**src/rtl/seq_det_pkg.sv**
```systemverilog
// Shared encodings and default sizing for the detection-event monitor.
package seq_det_pkg;
    localparam int CNT_W_DEF  = 8;
    localparam int WINDOW_DEF = 16;
    localparam int THRESH_DEF = 3;

    typedef enum logic {W_IDLE, W_OPEN} win_state_t;
    typedef enum logic {I_IDLE, I_PEND} irq_state_t;
endpackage

```
**src/rtl/burst_window.sv**
```systemverilog
// Burst window: pulses burst when THRESH detections land within WINDOW cycles.
module burst_window
    import seq_det_pkg::*;
#(
    parameter int WINDOW = WINDOW_DEF,
    parameter int THRESH = THRESH_DEF
) (
    input  logic clk,
    input  logic rst_n,
    input  logic detect,
    output logic burst
);
    localparam int HW = $clog2(WINDOW + 1);
    localparam logic [HW-1:0] ONE = HW'(1);

    win_state_t    st, st_n;
    logic [HW-1:0] win_cyc, win_cyc_n;
    logic [HW-1:0] hits, hits_n;

    always_ff @(posedge clk or negedge rst_n) begin
        if (!rst_n) begin
            st      <= W_IDLE;
            win_cyc <= '0;
            hits    <= '0;
        end else begin
            st      <= st_n;
            win_cyc <= win_cyc_n;
            hits    <= hits_n;
        end
    end

    // The window spans WINDOW cycles counting the opening cycle; the closing
    // cycle still counts a hit but never reopens.
    always_comb begin
        st_n      = st;
        win_cyc_n = win_cyc;
        hits_n    = hits;
        burst     = 1'b0;
        case (st)
            W_IDLE: begin
                if (detect) begin
                    if (THRESH == 1) begin
                        burst = 1'b1;
                    end else if (WINDOW > 1) begin
                        st_n      = W_OPEN;
                        win_cyc_n = ONE;
                        hits_n    = ONE;
                    end
                end
            end
            W_OPEN: begin
                win_cyc_n = win_cyc + ONE;
                if (detect) hits_n = hits + ONE;
                if (detect && (int'(hits) + 1 == THRESH)) begin
                    burst = 1'b1;
                    st_n  = W_IDLE;
                end else if (int'(win_cyc) + 1 >= WINDOW) begin
                    st_n = W_IDLE;
                end
            end
            default: st_n = W_IDLE;
        endcase
    end
endmodule

```
**src/rtl/detect_event_monitor.sv**
```systemverilog
// Counts detector hits, flags overflow, and raises a held interrupt on bursts.
module detect_event_monitor
    import seq_det_pkg::*;
#(
    parameter int CNT_W  = CNT_W_DEF,
    parameter int WINDOW = WINDOW_DEF,
    parameter int THRESH = THRESH_DEF
) (
    input  logic             clk,
    input  logic             rst_n,
    input  logic             detect,
    input  logic             clr,
    input  logic             irq_ack,
    output logic [CNT_W-1:0] count,
    output logic             overflow,
    output logic             irq,
    output logic             missed
);
    logic       burst;
    logic       miss_ev;
    irq_state_t ist, ist_n;

    burst_window #(.WINDOW(WINDOW), .THRESH(THRESH)) u_win (
        .clk    (clk),
        .rst_n  (rst_n),
        .detect (detect),
        .burst  (burst)
    );

    always_ff @(posedge clk or negedge rst_n) begin
        if (!rst_n) begin
            count    <= '0;
            overflow <= 1'b0;
            missed   <= 1'b0;
        end else if (clr) begin
            count    <= '0;
            overflow <= 1'b0;
            missed   <= 1'b0;
        end else begin
            if (detect) begin
                if (&count) overflow <= 1'b1;
                else        count    <= count + 1'b1;
            end
            if (miss_ev) missed <= 1'b1;
        end
    end

    always_ff @(posedge clk or negedge rst_n) begin
        if (!rst_n) ist <= I_IDLE;
        else        ist <= ist_n;
    end

    // A burst while pending is lost even if the ack lands in the same cycle.
    always_comb begin
        ist_n   = ist;
        miss_ev = 1'b0;
        case (ist)
            I_IDLE: if (burst) ist_n = I_PEND;
            I_PEND: begin
                if (burst)   miss_ev = 1'b1;
                if (irq_ack) ist_n   = I_IDLE;
            end
            default: ist_n = I_IDLE;
        endcase
    end

    assign irq = (ist == I_PEND);
endmodule
```
**config.mk**
```make
export PLATFORM = sky130hd
export DESIGN_NAME = detect_event_monitor
export DESIGN_NICKNAME = d
export VERILOG_FILES = /design/src/rtl/seq_det_pkg.sv /design/src/rtl/burst_window.sv /design/src/rtl/detect_event_monitor.sv
export SDC_FILE = /design/constraint.sdc
export NUM_CORES = 1
export LEC_CHECK = 0
export CORE_MARGIN = 5
export CORE_UTILIZATION = 53
export CTS_CLUSTER_DIAMETER = 40
export DETAILED_ROUTE_END_ITERATION = 16
export PLACE_DENSITY = 0.77
export SLEW_MARGIN = 10
export SYNTH_ARGS = -nofsm -noshare
export SYNTH_HDL_FRONTEND = slang
export SYNTH_SLANG_ARGS = --single-unit
export TNS_END_PERCENT = 30
```
**constraint.sdc**
```tcl
create_clock -name clk -period 1.6 [get_ports clk]
set_input_delay 0.32 -clock clk [delete_from_list [all_inputs] [get_ports clk]]
set_output_delay 0.32 -clock clk [all_outputs]
set_load 0.05 [all_outputs]
```
==> flow_summary.ini <==
[timing]
min_period_ns = 1.47
slew_violations = 0
finalWorstSetupSlack_ns = 0.130
finalCritPeriodShare_pct = 91.9
finalHoldViolCount = 0
totalNegativeSetupSlack_ns = 0
final.setup_skew_ns = 0.00299
worstMarginPinSlew_ns = 0.400
setup_viol = 0
timing.fmax_mhz = 680
grt_setup_unrepaired = false
max-slew-margin-rel_pct = 73.3

[floorplan]
core_sq_um = 2170
die_w_um = 57.3
start_util_pct = 54.6
die_area_sq_um = 3280
io-pin-count = 16
fp.dieH_um = 57.3
num_rows = 17

[power_and_ir_drop]
p_leak_nw = 0.647
power.density_nw_per_um2 = 1150
ir_drop_v = 0.000886

[final_layout]
drive_above_1_share_pct = 28.4
final_nets = 144
n_antenna_cell = 0
design_area_sq_um = 1530
area.growth.synth_to_final_pct = 28.7
final_util_pct = 70.3
fill_cells = 159

[cts]
post_cts_buffers = 0
clk_latency_ns = 0.31
ctsLongestPathBuffers = 2
cts-htree-levels = 1
cts-resized-gates = 0
cts_tree = yes
cts_buffers = 3
root_buffer = clkbuf_4
path_clk_slew_ns = 0.12
hold_buffers = 0
cts_num_sinks = 22

[critical_path]
path_max_fanout = 7
critical_path_class = reg -> reg
reg2reg_slack_ns = 0.13
start_kind = flop
required_ns = 1.81
max_stage_delay_ns = 0.46
end_kind = flop
cp.arrival_ns = 1.68
slowest_stage = dfrtp_2
crit_chain = and4_1, a41oi_4, mux2_4

[synth]
synth_flop_cell = dfrtp_1
ys_seq_area_share_pct = 46.5
syn_nets = 121
synth_edf_count = 0
synthCells = 112
async_reset_ff_share_pct = 100
yosysWarnings = 0
ys_ff_latch = 22
syn_area_sq_um = 1180
avgSynthCellArea_sq_um = 10.6
synth.distinct_cells = 43

[grt]
grt_start_max_net_pins = 23
antenna_found_initial = 0
track_usage_pct = 18.4
grt_pass1_wl_um = 4730
grt_pass1_vias = 979
grt_overflow = 0

[detailed_routing]
viasPerCell = 6.09
ant_nets = 0
drt-pass1-iter-count = 6
routedWlPerCell_um = 16.6
drt-initial-drc-count = 24
drcViolationCount = 0
vias = 986
drt_wl_total_um = 2700

[place]
placed_area_sq_um = 1490
place_congestion = 0.773
place_ws_ns = -0.162
dp_hpwl_um = 1950
port_buffers = 15

[flow_run]
drv_cap = 0

[worst_hold_path]
hold_class = in -> async

[run_status]
status = finished clean
-- critical path, delay by kind of cell, from the launching register on --
kind / cells / cell delay, ns
AOI/OAI and AO/OA: 1 / 0.18
DFF: 1 / 0.46
muxes: 1 / 0.32
and+or+nand+nor: 1 / 0.41
-- worst paths after layout --
path | startpoint | end | cells past startpoint
min reg2reg | u_win.hits[4]$_DFFE_PN0P_ | u_win.hits[4]$_DFFE_PN0P_ | 1
min in group clk | u_win.hits[4]$_DFFE_PN0P_ | u_win.hits[4]$_DFFE_PN0P_ | 1
max | count[5]$_DFFE_PN0P_ | count[0]$_DFFE_PN0P_ | 3
min | rst_n | count[0]$_DFFE_PN0P_ | 2
max in group asynchronous | rst_n | count[3]$_DFFE_PN0P_ | 2
max reg2reg | count[5]$_DFFE_PN0P_ | count[0]$_DFFE_PN0P_ | 3
-- cell usage after synthesis (3+ instances only) --
cell type | instances | share of area (%)
dfrtp_1 | 22 | 46
nand3_1 | 8 | 3.4
a21oi_1 | 6 | 2.5
nand2_1 | 6 | 1.9
ha_1 | 4 | 4.2
inv_1 | 4 | 1.3
nand2b_1 | 4 | 2.1
nor2_1 | 4 | 1.3
nor3_1 | 4 | 1.7
o21ai_0 | 4 | 1.7
a31oi_1 | 3 | 1.6
mux2i_1 | 3 | 2.5
nor2b_1 | 3 | 1.6
o2bb2ai_1 | 3 | 2.2
-- where the power goes --
part           switching, mW  internal [mW]
Clock                  0.171          0.139
Sequential             0.190          0.694
Combinational          0.262          0.292
Total                  0.623           1.13
-- layout by cell type (no fill, tap or decap), types with 2 or more instances in the layout --
cell	count
dfrtp_1	16
buf_4	10
buf_12	9
nand3_1	8
nand2_1	6
a21oi_1	6
dfrtp_2	6
inv_1	4
nor2_1	4
nand2b_1	4
nor3_1	4
o21ai_0	4
clkdlybuf4s50_1	4
nor2b_1	3
a31oi_1	3
mux2i_1	3
o2bb2ai_1	3
ha_1	3
clkbuf_4	3
a31o_2	2
xor2_1	2
and4_1	2
-- state kept, by name (all words and copies together) (netlist names) --
register / flops
count: 8
irq: 1
missed: 1
overflow: 1
u_win.hits: 5
u_win.st: 1
u_win.win_cyc: 5
-- routing by layer --
metal	GRT usage (%)	part of all wire, %
met5	0	0
met4	6.62	0.93
met3	2.94	4.7
met2	29.5	50
met1	25.1	44
-- layout make-up --
| class | instances | area (sq um) | share of cell area (%) |
|---|---|---|---|
| repair buffers | 23 | 295 | 19.4 |
| clock buffers | 4 | 36.3 | 2.38 |
| multi-input cells | 80 | 582 | 38.1 |
| flip-flops and latches | 22 | 558 | 36.6 |
| well taps | 28 | 35.0 | 2.30 |
| inverters | 5 | 18.8 | 1.23 |
-- kinds of logic after synthesis --
logic type                 Yosys count  synth area share (%)
DFF                                 22                  46.5
buffers and inverters               10                  4.65
adders and majority gates            4                  4.22
AOI/OAI and AO/OA                   31                  20.3
and+or+nand+nor                     38                  18.4
muxes                                4                  3.80
xor gates and xnor gates             3                  2.22
-- per-stage QoR --
stage          power, mW  hold slack, ns  std cells
4_1_cts             1.76           0.363        162
6_report            1.75           0.353        162
5_1_grt             1.90           0.370        162
3_3_place_gp        1.41           0.493        158
2_1_floorplan       1.28          0.0244        112
3_5_place_dp        1.45           0.509        158
Note: power is estimated with default switching activity, not from simulation.
